**config.mk**
```make
export PLATFORM = sky130hd
export DESIGN_NAME = keypad_scan_debounce_flat
export DESIGN_NICKNAME = d
export VERILOG_FILES = /design/src/rtl/keypad_if.sv /design/src/rtl/keypad_scan_debounce.sv /design/src/flat_wrapper.sv
export SDC_FILE = /design/constraint.sdc
export NUM_CORES = 1
export LEC_CHECK = 0
export CAP_MARGIN = 20
export CORE_MARGIN = 1
export CORE_UTILIZATION = 51
export DETAILED_ROUTE_END_ITERATION = 10
export PLACE_DENSITY = 0.72
export SYNTH_ARGS = -nofsm -noshare
export SYNTH_HDL_FRONTEND = slang
export SYNTH_SLANG_ARGS = --single-unit
```
**constraint.sdc**
```tcl
create_clock -name clk -period 2.3 [get_ports clk]
set_input_delay 0.46 -clock clk [delete_from_list [all_inputs] [get_ports clk]]
set_output_delay 0.46 -clock clk [all_outputs]
set_load 0.05 [all_outputs]
```
**src/rtl/keypad_if.sv**
```systemverilog
// Keypad matrix and key-event bundle between the scanner and the rest of the top level.
// master = scanner side (drives rows and key events); slave = keypad/consumer side.
interface keypad_if;
   logic [3:0] LINE;
   logic [3:0] COLLUMMN;
   logic [3:0] key_code;
   logic       key_valid;
   logic       key_held;

   modport master (
      output LINE,
      output key_code,
      output key_valid,
      output key_held,
      input  COLLUMMN
   );

   modport slave (
      input  LINE,
      input  key_code,
      input  key_valid,
      input  key_held,
      output COLLUMMN
   );
endinterface

```
**src/rtl/keypad_scan_debounce.sv**
```systemverilog
// 4x4 keypad row scanner with press/release debouncing.
// Emits one key_valid strobe per accepted press; key_held stays high until the release is debounced.
module keypad_scan_debounce #(
   parameter int SCAN_DIV     = 4,
   parameter int DEBOUNCE_CNT = 8
) (
   input  logic     clk,
   input  logic     rst,
   keypad_if.master kp
);

   localparam logic [1:0] ST_SCAN = 2'd0;
   localparam logic [1:0] ST_DEB  = 2'd1;
   localparam logic [1:0] ST_HELD = 2'd2;

   localparam logic [15:0] SCAN_LAST = 16'(SCAN_DIV - 1);
   localparam logic [15:0] DEB_LAST  = 16'(DEBOUNCE_CNT - 1);

   logic [1:0]  state_q,     state_d;
   logic [1:0]  row_q,       row_d;
   logic [15:0] div_q,       div_d;
   logic [15:0] deb_q,       deb_d;
   logic [3:0]  cand_q,      cand_d;
   logic [3:0]  col_m_q,     col_m_d;
   logic [3:0]  col_s_q,     col_s_d;
   logic [3:0]  key_code_q,  key_code_d;
   logic        key_valid_q, key_valid_d;
   logic        key_held_q,  key_held_d;
   logic [3:0]  line_drv;

   function automatic logic [15:0] sat_inc(input logic [15:0] v);
      return (v == 16'hFFFF) ? v : v + 16'd1;
   endfunction

   function automatic logic one_low(input logic [3:0] c);
      case (c)
         4'b1110, 4'b1101, 4'b1011, 4'b0111: return 1'b1;
         default:                            return 1'b0;
      endcase
   endfunction

   function automatic logic [1:0] col_index(input logic [3:0] c);
      case (c)
         4'b1101: return 2'd1;
         4'b1011: return 2'd2;
         4'b0111: return 2'd3;
         default: return 2'd0;
      endcase
   endfunction

   // Physical keypad legend: digits, A-D as 10-13, '*' = 14, '#' = 15.
   function automatic logic [3:0] key_map(input logic [1:0] r, input logic [1:0] c);
      case ({r, c})
         4'h0: return 4'd1;   4'h1: return 4'd2;   4'h2: return 4'd3;   4'h3: return 4'd10;
         4'h4: return 4'd4;   4'h5: return 4'd5;   4'h6: return 4'd6;   4'h7: return 4'd11;
         4'h8: return 4'd7;   4'h9: return 4'd8;   4'hA: return 4'd9;   4'hB: return 4'd12;
         4'hC: return 4'd14;  4'hD: return 4'd0;   4'hE: return 4'd15;  default: return 4'd13;
      endcase
   endfunction

   always_comb begin
      state_d     = state_q;
      row_d       = row_q;
      div_d       = div_q;
      deb_d       = deb_q;
      cand_d      = cand_q;
      key_code_d  = key_code_q;
      key_valid_d = 1'b0;
      key_held_d  = key_held_q;
      col_m_d     = kp.COLLUMMN;
      col_s_d     = col_m_q;

      case (state_q)
         ST_SCAN: begin
            if (div_q == SCAN_LAST) begin
               if (one_low(col_s_q)) begin
                  cand_d  = col_s_q;
                  deb_d   = 16'd1;
                  state_d = ST_DEB;
               end else begin
                  // Idle or ghosted multi-key: move on to the next row.
                  row_d = row_q + 2'd1;
                  div_d = 16'd0;
               end
            end else begin
               div_d = sat_inc(div_q);
            end
         end
         ST_DEB: begin
            if (col_s_q == cand_q) begin
               if (deb_q >= DEB_LAST) begin
                  key_code_d  = key_map(row_q, col_index(cand_q));
                  key_valid_d = 1'b1;
                  key_held_d  = 1'b1;
                  state_d     = ST_HELD;
                  deb_d       = 16'd0;
               end else begin
                  deb_d = sat_inc(deb_q);
               end
            end else begin
               state_d = ST_SCAN;
               row_d   = row_q + 2'd1;
               div_d   = 16'd0;
               deb_d   = 16'd0;
            end
         end
         ST_HELD: begin
            // Only an unbroken run of all-high samples counts as a release.
            if (col_s_q == 4'hF) begin
               if (deb_q >= DEB_LAST) begin
                  key_held_d = 1'b0;
                  state_d    = ST_SCAN;
                  row_d      = 2'd0;
                  div_d      = 16'd0;
                  deb_d      = 16'd0;
               end else begin
                  deb_d = sat_inc(deb_q);
               end
            end else begin
               deb_d = 16'd0;
            end
         end
         default: begin
            state_d = ST_SCAN;
            row_d   = 2'd0;
            div_d   = 16'd0;
            deb_d   = 16'd0;
         end
      endcase
   end

   always_ff @(posedge clk) begin
      if (rst) begin
         state_q     <= ST_SCAN;
         row_q       <= 2'd0;
         div_q       <= 16'd0;
         deb_q       <= 16'd0;
         cand_q      <= 4'hF;
         col_m_q     <= 4'hF;
         col_s_q     <= 4'hF;
         key_code_q  <= 4'd0;
         key_valid_q <= 1'b0;
         key_held_q  <= 1'b0;
      end else begin
         state_q     <= state_d;
         row_q       <= row_d;
         div_q       <= div_d;
         deb_q       <= deb_d;
         cand_q      <= cand_d;
         col_m_q     <= col_m_d;
         col_s_q     <= col_s_d;
         key_code_q  <= key_code_d;
         key_valid_q <= key_valid_d;
         key_held_q  <= key_held_d;
      end
   end

   for (genvar gi = 0; gi < 4; gi++) begin : g_line
      assign line_drv[gi] = (row_q != 2'(gi));
   end

   assign kp.LINE      = line_drv;
   assign kp.key_code  = key_code_q;
   assign kp.key_valid = key_valid_q;
   assign kp.key_held  = key_held_q;

endmodule

```
**src/flat_wrapper.sv**
```systemverilog
// flat-port wrapper written by rule: the top's interface ports become plain ports
module keypad_scan_debounce_flat 
#(
   parameter int SCAN_DIV     = 4,
   parameter int DEBOUNCE_CNT = 8
)
  (clk, rst, kp_LINE, kp_key_code, kp_key_valid, kp_key_held, kp_COLLUMMN);
  keypad_if kp_i ();
  input  logic clk;
  input  logic rst;
  output wire logic [$bits(kp_i.LINE)-1:0] kp_LINE;
  output wire logic [$bits(kp_i.key_code)-1:0] kp_key_code;
  output wire logic [$bits(kp_i.key_valid)-1:0] kp_key_valid;
  output wire logic [$bits(kp_i.key_held)-1:0] kp_key_held;
  input wire logic [$bits(kp_i.COLLUMMN)-1:0] kp_COLLUMMN;
  assign kp_LINE = kp_i.LINE;
  assign kp_key_code = kp_i.key_code;
  assign kp_key_valid = kp_i.key_valid;
  assign kp_key_held = kp_i.key_held;
  assign kp_i.COLLUMMN = kp_COLLUMMN;
  keypad_scan_debounce #(.SCAN_DIV(SCAN_DIV), .DEBOUNCE_CNT(DEBOUNCE_CNT)) u_core (.clk(clk), .rst(rst), .kp(kp_i));
endmodule
```
==> results.md <==
- Endpoints failing hold: 0
- Residual antenna-violating net count after detailed routing: 0
- Total wirelength of the detailed-routed design: between 5000 and 6000 µm
- Die ar.: 0.00571 mm²
- Cells after synthesis: 330
- Most instantiated library cell after synthesis: dfxtp_1
- Final-report max-slew violation count: 0
- Root buffer cell: clkbuf_8
- Clock Skew: 0.0104 ns
- Post-route DRC violation count: 0
- DP Wirelength: 4190 µm
- FFs w/ async S/R, synth: 0
- CP max FO: 9
- Total CTS buffers: 5
- Final worst path period need: 2.25 ns
- Flop and latch count out of synthesis: 54
- Final std cell area, no fill: 0.00311 mm²
- Unique cell type count in the Yosys netlist: 49
- Worst EP required: 1.84 ns
- Maximum ir drop on the vdd rail: between 0.0004 and 0.0005 V
- Routed wire per std cell: between 10 and 15 µm
- Floorplan Core Area: roughly 0.0052 mm²
- Most numerous cell types in the synthesized netlist: 54 x dfxtp_1, 37 x nor2_1, 29 x nand2_1, 26 x a21oi_1, 15 x inv_1
- Share of layout cells above drive strength 1: 0.106
- Wire length of the first global-routing pass: between 9000 and 10000 µm
- First-pass detailed-route iteration total: 4
- Growth of design area from synthesis to finish: 12.6%
- Max-cap viol count: 0
- Number of H-tree levels: 2
- Clock Pin Slew Worst Setup and Hold Paths: 0.10 ns
- Library cell occupying the most area in the post-synthesis netlist: dfxtp_1
- Number of clock sinks seen by CTS: 54
- Number of buffers on the longest clock path: 2
- Kind of start point of the critical path: flip-flop
- Vias in the first global route: 2111
- Die Y-Extent: 75.6 µm
- Most used flip-flop cell after synthesis: dfxtp_1
- Critical setup path kind: reg -> out
- Fraction of the cycle the final worst path needs: 0.980
- Boundary Pins: 16
- Lkg Pwr: 1.15 nW
- Final weighted congestion of routability-driven global placement: 0.885
- Total of endpoints with negative setup slack in the final report: 0
- Via count of the routed design: 2383
- Largest net degree at the start of global routing: 32
- GR Overflow Total: 0
- Post-layout net count: 366
- Detailed router's first-iteration violation count: 113
- Setup slack after layout: around 0.047 ns
- Top-area cell type share of the netlist area: 0.392
- Worst hold path class: reg -> reg
- Area after detailed placement: 0.00300 mm²
- Dpl ws: about 0.2 ns
- Net count after synthesis: 347
- GRT Resource Usage Total: 0.217
- Top area cells in the synthesized netlist: dfxtp_1 39%, nor2_1 5.0%, ha_1 5.0%, a21oi_1 4.7%, nand2_1 3.9%
- Outcome: complete, no violations
- Worst path arrival time: 1.79 ns
- CTS tree: done
- Die X: 75.6 µm
- Ant diodes: 0
- Actual transition at the worst max-transition pin: between 0.5 and 0.6 ns
- Power per standard cell area: roughly 560 mW/mm²
- Number of placement rows: 26
- Synth Cell Area: 0.00276 mm²
- I/O Buffers: 15
- Number of flops mapped to enable cells by yosys: 0
- Headroom to the max-slew limit: 0.655
- Initial core utilization: 0.533
- Initial antenna violation count: 0
- Yosys warns: 0
- Via count normalized by instance count: between 5 and 6
- Kind of end point of the critical path: primary output
- Sequential area share after synthesis: 0.392
- Total of hold buffers inserted after clock tree synthesis: 0
- Fmax: around 0.44 GHz
- Skew-Pair Late Insertion Delay: between 0.3 and 0.4 ns
- Mean cell area of the mapped netlist: 8.36 µm²
==> cell type report <==
| type | instances | area, µm² |
|---|---|---|
| clock buffers | 6 | 82.6 |
| clock inverters | 2 | 12.5 |
| fillers | 458 | 2070 |
| inverters | 15 | 56.3 |
| multi-input cells | 249 | 1580 |
| flip-flops and latches | 54 | 1080 |
| well taps | 70 | 87.6 |
| repair buffers | 24 | 210 |
==> layer usage <==
layer,routed length (µm),up-vias,track usage
met1,2860,1105,0.279
met2,2710,36,0.355
met5,0,-,0
met4,99,0,0.0823
li1,-,1234,-
met3,151,8,0.0476
==> report_power, final <==
group / leakage (nW) / switching [mW] / internal (mW)
Sequential: 0.438 / 0.0230 / 0.955
Combinational: 0.669 / 0.126 / 0.0828
Clock: 0.0472 / 0.307 / 0.243
==> what timing repair did <==
item                                    in CTS  in global routing
resized for setup                            0                  2
endpoints found under the setup margin       0                  1
buffers inserted                             0                  1
==> flip-flops by register name, indices dropped and copies added (netlist names) <==
name / flops
u_core.kp.key_valid: 1
u_core.deb_q: 16
u_core.row_q: 2
u_core.state_q: 2
u_core.col_m_q: 4
u_core.kp.key_held: 1
u_core.col_s_q: 4
u_core.div_q: 16
u_core.cand_q: 4
u_core.kp.key_code: 4
==> stage by stage <==
step | utilization | TNS [ns] | cells | total power [mW] | hold WS, ns
3_3_place_gp | 0.579 | 0 | 411 | 1.20 | 0.392
3_5_place_dp | 0.579 | 0 | 411 | 1.21 | 0.393
2_1_floorplan | - | 0 | 330 | 1.14 | 0.389
5_1_grt | 0.600 | -0.0195 | 420 | 1.81 | 0.447
6_report | 0.600 | 0 | 420 | 1.74 | 0.416
4_1_cts | 0.598 | 0 | 419 | 1.75 | 0.418
==> critical path, cell delays in order (launching register included) <==
cell and delay, ns:
dfxtp_1 0.42, ha_1 0.23, inv_1 0.05, clkdlybuf4s50_1 0.79
==> cell families after synthesis <==
group                      share of synthesized area
and+or+nand+nor                                0.305
adders and majority gates                     0.0499
DFF                                            0.392
muxes                                         0.0145
xor gates and xnor gates                      0.0317
buffers and inverters                         0.0395
AOI/OAI and AO/OA                              0.168
==> cells in the final DEF, fill, tap and decap left out, drive strengths merged, types with 2 or more instances in the layout <==
master	count
dfxtp	54
nor2	37
nand2b	3
nor3	11
or2	10
a311oi	2
nand4b	3
and3	8
mux2i	4
nand3	13
a41oi	3
nor3b	4
a211oi	7
o31ai	2
nand4	13
xnor2	2
clkbuf	6
clkdlybuf4s50	12
nand2	29
o21ai	11
a31oi	7
a21o	2
ha	11
xor2	8
and4	5
buf	12
nor4	5
inv	15
a211o	7
a21oi	26
or3	6
==> final timing paths <==
check                     from                 to  slack [ns]  cells past startpoint
max            u_core.row_q[1]         kp_LINE[3]        0.05                      3
min          u_core.col_m_q[0]  u_core.col_s_q[0]        0.42                      1
max reg2reg    u_core.div_q[0]   u_core.div_q[14]        0.16                      7
min reg2reg  u_core.col_m_q[0]  u_core.col_s_q[0]        0.42                      1
Note: power is estimated with default switching activity, not from simulation.
